===== src/rtl/booth_mul_arbiter.sv =====
// ============================================================================
// Module   : booth_mul_arbiter
// Purpose  : Round-robin sharing of one Booth multiplier engine by two clients
// Revision : 1.0  initial release
// ============================================================================
`default_nettype none

module booth_mul_arbiter #(
    parameter int WIDTH   = 16,
    parameter int TIMEOUT = 64
) (
    input  logic                 clk,
    input  logic                 rst,
    input  logic [1:0]           req,
    input  logic [WIDTH-1:0]     a0,
    input  logic [WIDTH-1:0]     b0,
    input  logic [WIDTH-1:0]     a1,
    input  logic [WIDTH-1:0]     b1,
    output logic [1:0]           gnt,
    output logic [1:0]           rsp_valid,
    output logic [2*WIDTH-1:0]   rsp_product,
    output logic                 rsp_err,
    output logic                 busy,
    output logic                 eng_start,
    output logic                 eng_rst,
    output logic [WIDTH-1:0]     eng_data_in,
    input  logic                 eng_done,
    input  logic [2*WIDTH-1:0]   eng_product
);

    localparam int CW = $clog2(TIMEOUT);
    localparam logic [CW-1:0] c_cnt_max = CW'(TIMEOUT - 1);

    typedef enum logic [2:0] {
        IDLE   = 3'd0,
        LOAD_M = 3'd1,
        LOAD_Q = 3'd2,
        BUSY   = 3'd3,
        RESP   = 3'd4
    } state_t;

    state_t               state_q, state_d;
    logic                 ptr_q, ptr_d;
    logic                 gidx_q, gidx_d;
    logic [WIDTH-1:0]     a_q, a_d;
    logic [WIDTH-1:0]     b_q, b_d;
    logic [CW-1:0]        cnt_q, cnt_d;
    logic [2*WIDTH-1:0]   prod_q, prod_d;
    logic                 err_q, err_d;
    logic                 w_pick;

    // On a tie the requester not granted last wins; otherwise the lone one.
    assign w_pick = (req == 2'b11) ? ~ptr_q : req[1];

    always_ff @(posedge clk) begin
        if (rst) begin
            state_q <= IDLE;
            ptr_q   <= 1'b1;
            gidx_q  <= 1'b0;
            a_q     <= '0;
            b_q     <= '0;
            cnt_q   <= '0;
            prod_q  <= '0;
            err_q   <= 1'b0;
        end else begin
            state_q <= state_d;
            ptr_q   <= ptr_d;
            gidx_q  <= gidx_d;
            a_q     <= a_d;
            b_q     <= b_d;
            cnt_q   <= cnt_d;
            prod_q  <= prod_d;
            err_q   <= err_d;
        end
    end

    always_comb begin
        state_d     = state_q;
        ptr_d       = ptr_q;
        gidx_d      = gidx_q;
        a_d         = a_q;
        b_d         = b_q;
        cnt_d       = cnt_q;
        prod_d      = prod_q;
        err_d       = err_q;
        gnt         = 2'b00;
        rsp_valid   = 2'b00;
        eng_start   = 1'b0;
        eng_rst     = 1'b0;
        eng_data_in = '0;

        unique case (state_q)
            IDLE: begin
                if (|req) begin
                    gnt[w_pick] = 1'b1;
                    gidx_d      = w_pick;
                    ptr_d       = w_pick;
                    a_d         = w_pick ? a1 : a0;
                    b_d         = w_pick ? b1 : b0;
                    state_d     = LOAD_M;
                end
            end
            LOAD_M: begin
                eng_start   = 1'b1;
                eng_data_in = a_q;
                state_d     = LOAD_Q;
            end
            LOAD_Q: begin
                eng_data_in = b_q;
                cnt_d       = '0;
                state_d     = BUSY;
            end
            BUSY: begin
                eng_data_in = b_q;
                if (eng_done) begin
                    prod_d  = eng_product;
                    err_d   = 1'b0;
                    state_d = RESP;
                end else if (cnt_q == c_cnt_max) begin
                    prod_d  = '0;
                    err_d   = 1'b1;
                    eng_rst = 1'b1;
                    state_d = RESP;
                end else begin
                    cnt_d = cnt_q + CW'(1);
                end
            end
            RESP: begin
                rsp_valid[gidx_q] = 1'b1;
                state_d           = IDLE;
            end
            default: state_d = IDLE;
        endcase
    end

    assign busy        = (state_q != IDLE);
    assign rsp_product = prod_q;
    assign rsp_err     = err_q;

endmodule

`default_nettype wire

===== config.mk =====
export PLATFORM = sky130hd
export DESIGN_NAME = booth_mul_arbiter
export DESIGN_NICKNAME = d
export VERILOG_FILES = /design/src/rtl/booth_mul_arbiter.sv
export SDC_FILE = /design/constraint.sdc
export NUM_CORES = 1
export LEC_CHECK = 0
export BUFFER_PORTS_ARGS = -buffer_cell sky130_fd_sc_hd__buf_4
export CAP_MARGIN = 20
export CORE_AREA = 2 2 83 85
export CTS_CLUSTER_DIAMETER = 60
export DETAILED_ROUTE_END_ITERATION = 8
export DIE_AREA = 0 0 85 87
export PLACE_DENSITY_LB_ADDON = 0.12
export SYNTH_ARGS = -nofsm -noshare
export SYNTH_HDL_FRONTEND = slang
export SYNTH_SLANG_ARGS = --single-unit

===== constraint.sdc =====
create_clock -name clk -period 2.8 [get_ports clk]
set_clock_uncertainty 0.05 [all_clocks]
set_input_delay 0.84 -clock clk [delete_from_list [all_inputs] [get_ports clk]]
set_output_delay 0.84 -clock clk [all_outputs]
set_load 0.1 [all_outputs]

==> out/metrics.cfg, run 1 <==
[die]
dieArea_mm2 = 0.00740
die_w_um = 85
core_area_mm2 = 0.00657
initial_core_util = 0.463
fp.dieH_um = 87
row_count = 30
top_level_ports = 157

[worst_setup_path]
crit_cells = 4
r2r_end = rsp_product[7]
critPathMaxFanout = 20
endpoint = eng_data_in[10]
endpoint_kind = output pin
r2r_slack_ns = 0.91
startpoint = state_q[1]
r2r_start = cnt_q[0]
start_kind = flip-flop
worstPathCellList = nor2b_1, buf_4, a22o_1, buf_4
cp_top_family = buffers and inverters
slowest_stage = dfxtp_1
crit_buf_inv = 2
reg2regPathDepth = 6
worstPathRequired_ns = 1.91
crit_arrival_ns = 1.81
cp_common_cell = buf_4
worstSetupPathType = reg2out
max_stage_delay_ns = 0.54

[logic_synthesis]
ys_seq_area_frac = 0.500
syn_avg_cell_area_um2 = 10.7
yosys.area.top_type = dfxtp_1
synth_cell_types = 39
syn_nets = 385
synth_top_cell_area_share = 0.500
ys_seq_elements = 76
synth_area_mm2 = 0.00304
syn-instance-count = 283
yosys-top-cells-area = dfxtp_1 (50%), a222oi_1 (11%), a22o_2 (7.6%), a22o_1 (7.2%), nor2_1 (4.6%)
ys_warn_count = 0

[detailed_routing]
vias = 2986
drt_iter0_drc = 313
antenna_left = 0
firstDrtPassIters = 9
vias_per_cell = 5.82
wl_um = 8690
drc = 0
wl_per_cell_um = 16.9

[finish]
nets = 532
antenna_cells = 0
regArea_mm2 = 0.00152
multi_input_area_mm2 = 0.00134
finalInstanceArea_mm2 = 0.00441
fill_cells = 550
final_core_util = 0.671
layout-drive-gt1-share = 0.517
area.growth.synth_to_final_pct = 44.8

[run]
maxCapViolCount = 0

[sta]
setup_tns_ns = 0
min_period_ns = 2.70
setup_violations = 0
period_share = 0.965
clock.fmax_mhz = 370
rsz0062_at_grt = no
slew_violations = 0
hold_viol = 0
relSlewSlack = 0.652
worst_pin_slew_ns = 0.522

[global_route]
antenna_found_initial = 0
grt_max_degree = 45
grt-ovfl-total = 0
grt_pass1_wl_um = 13600
track_usage = 0.229
grt_pass1_vias = 2769

[clock_tree]
clock_sinks = 76
tritoncts = yes
cts.repair.resized = 1
clock_path_buffers = 2
clockRootBuffer = clkbuf_8
post_cts_buffers = 0
cts_made_buffers = 9
path_clk_slew_ns = 0.07
ctsHoldBuffers = 0
htreeDepth = 3
clock_latency_ns = 0.33

[pwr]
power_density_mw_per_mm2 = 603
switching_share = 0.327
p_int_mw = 1.79
seq_power_share = 0.447
clkPwrFrac = 0.295
power.total_mw = 2.66
combPwrFrac = 0.258
p_switching_uw = 869
vdd_drop_max_v = 0.000364
p_leak_nw = 2.00

[placement]
place_area_mm2 = 0.00421
dp_hpwl_um = 5730
port_buffers = 156
finalWeightedCongestion = 0.769

[worst_hold_path]
min-delay-start = rsp_product[5]
min_path_type = reg2reg

[status]
status = complete, no violations

cells in the mapped netlist:
cell,number
a211o_1,1
a211oi_1,1
a21o_4,1
a21oi_1,5
a21oi_4,1
a222oi_1,32
a22o_1,25
a22o_2,23
a311oi_1,1
a31oi_1,7
and2_2,1
and3_1,3
and3_2,2
and3b_1,2
and4_1,1
buf_2,4
buf_4,8
buf_6,7
clkbuf_1,10
dfxtp_1,76
ha_1,1
inv_1,3
mux2i_1,1
nand2_1,9
nand2b_1,2
nand3_1,2
nand4_1,1
nand4b_1,2
nor2_1,37
nor2_4,1
nor2b_1,1
nor3_1,2
nor3_4,1
nor3b_1,3
nor3b_2,1
o21ai_0,2
o21ai_1,1
o221ai_1,1
or3_1,1
registers in the layout (all words and copies together), names as in the netlist:
signal,count
cnt_q,6
b_q,16
rsp_product,32
rsp_err,1
state_q,3
gidx_q,1
ptr_q,1
a_q,16
layout make-up:
class | count | share of cell area
repair buffers | 165 | 0.284
inverters | 3 | 0.00256
flip-flops and latches | 76 | 0.346
multi-input cells | 175 | 0.304
clock inverters | 5 | 0.0125
clock buffers | 9 | 0.0281
well taps | 80 | 0.0227
routing by layer:
layer  vias up  track usage  part of all wire
met5         -            0                 0
met4         0       0.0851             0.016
met3        11       0.0550             0.066
met2       109        0.377              0.51
met1      1462        0.293              0.41
li1       1404            -                 -
metrics by stage:
stage          instances  setup WS [ns]  hold slack [ns]
2_1_floorplan        283         0.0390            0.400
3_3_place_gp         499          0.377            0.407
3_5_place_dp         499          0.371            0.408
4_1_cts              513         0.0174            0.432
5_1_grt              513        0.00786            0.447
6_report             513         0.0993            0.423
cells by family (layout without fill, tap and decap cells):
logic type,count (synthesis),count (layout),share of synthesized area
compound gates,101,101,0.302
flops,76,76,0.500
fa+ha+maj,1,1,0.00411
simple gates,72,72,0.122
buf+inv,32,182,0.0683
mux,1,1,0.00329
worst min-delay path by stage:
| stage | to | depth (start not counted) |
|---|---|---|
| finish | rsp_product[5] | 1 |
| global route | rsp_product[30] | 1 |
| CTS | rsp_product[5] | 1 |
| detailed placement | rsp_product[6] | 1 |
| global placement | rsp_product[29] | 1 |
| floorplan | ptr_q | 1 |
power groups by stage:
stage,clock (mW),combinational [mW],sequential (mW)
2_1_floorplan,0,0.427,1.26
3_3_place_gp,0,0.679,1.21
3_5_place_dp,0,0.683,1.21
4_1_cts,0.807,0.686,1.19
5_1_grt,0.862,0.725,1.20
6_report,0.782,0.687,1.19
layout by cell type, fill, tap and decap left out, types with 3 or more instances in the layout:
cell type and count:
buf_4 164, a22o_2 32, nor2_1 37, and3_1 3, a31oi_1 7, inv_1 3, a22o_1 16, nand2_1 9
dfxtp_1 74, clkbuf_8 9, a222oi_1 32, a21oi_1 5
(Power assumes the default switching activity.)
==> inputs of run 2 (changes only) <==
CORE_AREA = 2 2 68 103   (was 2 2 83 85)
DIE_AREA = 0 0 70 105   (was 0 0 85 87)
==> run 2 against run 1 <==
  * Count of clock-buffer cells in the layout up 4
  * Die area down 0.61%
  * Setup slack worse by 0.018 ns
  * Cell area up 0.37%
  * Non-clock buffer count up 3
  * Via count down 1.5%
  * Combinational power about the same
  * Worst hold slack better by 0.0088 ns
  * Largest cell class unchanged
==> out/metrics.cfg, run 2 (synthesized netlist as in run 1, its figures left out) <==
[worst_setup_path]
worstPathRequired_ns = 1.91  ; about the same
worstSetupPathType = reg2out
r2r_slack_ns = 0.89  ; -0.02 ns
r2r_end = rsp_product[16]
critPathMaxFanout = 6  ; -70%
r2r_start = cnt_q[0]
endpoint_kind = output pin
reg2regPathDepth = 6  ; unchanged
start_kind = flip-flop
crit_arrival_ns = 1.83  ; +0.02 ns

[placement]
finalWeightedCongestion = 0.827  ; +7.6%
post-place-ws_ns = 0.357  ; -0.0138 ns
port_buffers = 156  ; unchanged
dp_hpwl_um = 5940  ; +3.6%

[pwr]
power.total_mw = 2.65  ; -0.27%
p_leak_nw = 2.03  ; +1.3%
power_density_mw_per_mm2 = 599  ; -0.64%
vdd_drop_max_v = 0.000414  ; +14%

[worst_hold_path]
min-delay-start = rsp_product[8]
hold_depth = 1  ; unchanged
min_path_type = reg2reg
holdPathEnd = rsp_product[8]

[clock_tree]
clockRootBuffer = clkbuf_8
tritoncts = yes
path_clk_slew_ns = 0.07  ; about the same
cts_made_buffers = 9  ; unchanged
clock_path_buffers = 2  ; unchanged
ctsHoldBuffers = 0  ; unchanged
htreeDepth = 3  ; unchanged
clock_sinks = 76  ; unchanged
clock_latency_ns = 0.33  ; about the same

[sta]
worst_pin_slew_ns = 0.494  ; -0.0280 ns
min_period_ns = 2.72  ; +0.0178 ns
period_share = 0.971  ; +0.00636
clock.fmax_mhz = 368  ; -0.66%
setup_ws_ns = 0.0814  ; -0.0178 ns
slew_violations = 0  ; unchanged
setup_tns_ns = 0  ; unchanged
hold_viol = 0  ; unchanged
setup_violations = 0  ; unchanged
relSlewSlack = 0.670  ; +0.0186
rsz0062_at_grt = no

[finish]
fill_cells = 520  ; -5.5%
area.growth.synth_to_final_pct = 45.4
final_cell_mix = buf_4 (167), dfxtp_1 (75), nor2_1 (37)
nets = 535  ; +0.56%
final_common_cell = buf_4
layout-drive-gt1-share = 0.518  ; +0.000944
largest_reg_flops = 32  ; unchanged
antenna_cells = 0  ; unchanged

[detailed_routing]
wl_per_cell_um = 16.3  ; -4.0%
drt_iter0_drc = 247  ; -21%
wl_um = 8360  ; -3.8%
drc = 0  ; unchanged
vias_per_cell = 5.72  ; -1.7%
antenna_left = 0  ; unchanged
firstDrtPassIters = 6  ; -3
vias = 2941  ; -1.5%

[global_route]
antenna_found_initial = 0  ; unchanged
track_usage = 0.220  ; -0.00901
grt_max_degree = 45  ; unchanged
grt-ovfl-total = 0  ; unchanged
grt_pass1_wl_um = 13100  ; -3.2%
grt_pass1_vias = 2833  ; +2.3%

[die]
fp.dieH_um = 105  ; +21%
die_w_um = 70  ; -18%
dieArea_mm2 = 0.00735  ; -0.61%
top_level_ports = 157  ; unchanged
initial_core_util = 0.476  ; +0.0125
row_count = 36  ; +20%
core_area_mm2 = 0.00640  ; -2.6%

[status]
status = complete, no violations

[run]
maxCapViolCount = 0  ; unchanged

run 2: changes by cell type in the layout (fill, tap and decap cells not counted), sizes merged:
cell / previous run / this run
clkbuf: 9 / 13
buf: 165 / 168
inv: 3 / 4
bufinv: 1 / 0
clkinvlp: 2 / 0
run 2: power by group:
group          switching, mW  internal, mW
logic                  0.440         0.250
clock network          0.379         0.395
registers             0.0405          1.14
total                  0.859          1.79
run 2: cell type report:
class / instances / area (um2) / area share
inverters: 3 / 11.3 / 0.00255
repair buffers: 168 / 1260 / 0.286
clock buffers: 13 / 169 / 0.0382
clock inverters: 3 / 18.8 / 0.00424
flip-flops and latches: 76 / 1520 / 0.344
multi-input cells: 175 / 1340 / 0.303
well taps: 76 / 95.1 / 0.0215
run 2: worst max path at each step:
stage                     from      endpoint  cells past startpoint
CTS                   cnt_q[0]       eng_rst                      5
detailed placement    cnt_q[0]       eng_rst                      5
floorplan           state_q[1]  rsp_valid[0]                      4
global route          cnt_q[0]       eng_rst                      5
global placement        req[1]        gnt[0]                      4
finish                cnt_q[0]       eng_rst                      5
run 2: repair_timing:
action                     CTS  global route
setup endpoints to repair    1             4
buffers inserted             0             0
resized for setup            1             2
run 2: metal layers:
metal,up-vias,global-route usage,wire length [um]
met4,0,0.109,188
met1,1378,0.258,3300
met3,16,0.0646,663
met2,134,0.363,4210
met5,-,0,0
li1,1413,-,-
run 2: critical path: stages, from the launching register on:
cell and delay [ns]:
dfxtp_1 0.41, ha_1 0.21, and4_2 0.31, nand2_1 0.12, nor3b_4 0.20, buf_6 0.24
run 2: per-stage QoR:
step	instances	hold WS, ns	area, um2	utilization
after detailed placement	498	0.409	4230	0.661
after global routing	514	0.457	4420	0.691
after CTS	514	0.436	4420	0.691
after global placement	498	0.410	4230	0.661
final	514	0.432	4420	0.691
after floorplan	283	0.400	3070	-
==> inputs of run 3 (changes only) <==
CORE_AREA = 2 2 75 95   (was 2 2 68 103)
DIE_AREA = 0 0 77 97   (was 0 0 70 105)
PLACE_DENSITY = 0.84   (was not set)
PLACE_DENSITY_LB_ADDON = not set   (was 0.12)
==> run 3 against run 2 <==
  * Via count increased by 2.1%
  * Flip-flop and latch count unchanged
  * Die area increased by 1.6%
  * Setup slack got worse by 0.011 ns
  * Critical path type unchanged
  * Largest power group unchanged
==> out/metrics.cfg, run 3 (synthesized netlist as in run 1, its figures left out) <==
[global_route]
grt_pass1_vias = 3008  ; +6.2%
track_usage = 0.236  ; +0.0157
antenna_found_initial = 0  ; unchanged
grt-ovfl-total = 0  ; unchanged
grt_max_degree = 45  ; unchanged
grt_pass1_wl_um = 14300  ; +9.1%

[sta]
hold_viol = 0  ; unchanged
worst_pin_slew_ns = 0.722  ; +0.228 ns
clock.fmax_mhz = 366  ; -0.41%
rsz0062_at_grt = yes
setup_violations = 0  ; unchanged
min_period_ns = 2.73  ; +0.0112 ns
relSlewSlack = 0.517  ; -0.153
worst_hold_slack_ns = 0.432  ; +0.000517 ns
period_share = 0.975  ; +0.00399
setup_tns_ns = 0  ; unchanged
slew_violations = 0  ; unchanged

[clock_tree]
tritoncts = yes
clockRootBuffer = clkbuf_8
clock_latency_ns = 0.33  ; about the same
path_clk_slew_ns = 0.08  ; about the same
ctsHoldBuffers = 0  ; unchanged
clock_path_buffers = 2  ; unchanged
cts_made_buffers = 9  ; unchanged
clock_sinks = 76  ; unchanged
htreeDepth = 3  ; unchanged

[finish]
regArea_mm2 = 0.00153  ; +0.16%
final_core_util = 0.682  ; -0.00969
nets = 531  ; -0.75%
final_common_cell = buf_4
largest_reg_flops = 32  ; unchanged
layout-drive-gt1-share = 0.521  ; +0.00247
multi_input_area_mm2 = 0.00134  ; unchanged
fill_cells = 536  ; +3.1%
final_cell_mix = buf_4 (163), dfxtp_1 (73), nor2_1 (37)
area.growth.synth_to_final_pct = 46.2
finalInstanceArea_mm2 = 0.00445  ; +0.57%
antenna_cells = 0  ; unchanged

[worst_setup_path]
worstPathRequired_ns = 1.91  ; about the same
critPathMaxFanout = 6  ; unchanged
cp_top_family = simple AND/OR/NAND/NOR gates
slowest_stage = dfxtp_1
crit_arrival_ns = 1.84  ; about the same
start_kind = flip-flop
max_stage_delay_ns = 0.41  ; about the same
crit_buf_inv = 1  ; unchanged
worstSetupPathType = reg2out
endpoint_kind = output pin
worstPathCellList = ha_1, and4_2, nand2_1, nor3b_4, buf_8

[die]
die_w_um = 77  ; +10%
row_count = 33  ; -8.3%
dieArea_mm2 = 0.00747  ; +1.6%
fp.dieH_um = 97  ; -7.6%
core_area_mm2 = 0.00652  ; +2.0%
initial_core_util = 0.466  ; -0.00930
top_level_ports = 157  ; unchanged

[pwr]
vdd_drop_max_v = 0.000351  ; -15%
power_density_mw_per_mm2 = 629  ; +5.0%
p_leak_nw = 2.02  ; -0.43%
power.total_mw = 2.80  ; +5.6%

[worst_hold_path]
min_path_type = reg2reg

[detailed_routing]
wl_per_cell_um = 17.2  ; +5.9%
vias = 3004  ; +2.1%
firstDrtPassIters = 9  ; +3
drt_iter0_drc = 431  ; +74%
antenna_left = 0  ; unchanged
drc = 0  ; unchanged
vias_per_cell = 5.77  ; +0.77%
wl_um = 8970  ; +7.3%

[placement]
finalWeightedCongestion = 0.776  ; -6.2%
place_area_mm2 = 0.00421  ; -0.38%
dp_hpwl_um = 6110  ; +2.9%
port_buffers = 156  ; unchanged

[run]
maxCapViolCount = 0  ; unchanged

[status]
status = complete, no violations

==> run 3: changes by cell type in the layout (fill, tap and decap cells not counted), sizes merged <==
cell / delta
buf: -4
bufinv: +2
clkbuf: -4
clkinvlp: +1
inv: +1
==> run 3: layer usage <==
metal | share of wire | vias to the layer above | global-route usage | wire length, um
met2 | 0.51 | 147 | 0.404 | 4600
li1 | - | 1409 | - | -
met1 | 0.38 | 1423 | 0.271 | 3450
met4 | 0.034 | 0 | 0.132 | 301
met3 | 0.069 | 25 | 0.0494 | 617
met5 | 0 | - | 0 | 0
==> run 3: metrics by stage <==
stage                     std cells  worst slack (ns)
final                           521            0.0703
after global routing            521           -0.0215
after CTS                       521            0.0148
after detailed placement        505             0.354
after global placement          505             0.361
after floorplan                 283            0.0390
==> run 3: timing repair <==
| action | CTS | global route |
|---|---|---|
| pin swaps | 0 | 0 |
| buffers inserted | 0 | 0 |
| resized for setup | 2 | 4 |
| setup endpoints to repair | 8 | 17 |
==> run 3: power breakdown <==
part | total (mW) | internal (mW) | switching (mW)
Sequential | 1.19 | 1.15 | 0.0474
Clock | 0.920 | 0.508 | 0.412
Combinational | 0.684 | 0.244 | 0.440
Total | 2.80 | 1.90 | 0.899
==> run 3: layout make-up <==
cell class	count	area share
clock buffer	9	0.0279
clock inverter	7	0.0222
inverter	3	0.00253
multi-input combinational	175	0.301
sequential	76	0.343
tap	87	0.0245
timing repair buffer	164	0.279
==> run 3: path summary, 6_finish.rpt <==
kind                                 startpoint              end  slack (ns)  cells past startpoint
worst max-delay path                   cnt_q[1]          eng_rst        0.07                      5
worst min-delay path            rsp_product[12]  rsp_product[12]        0.43                      1
worst max register to register       state_q[0]   rsp_product[1]        0.86                      5
worst min register to register  rsp_product[12]  rsp_product[12]        0.43                      1
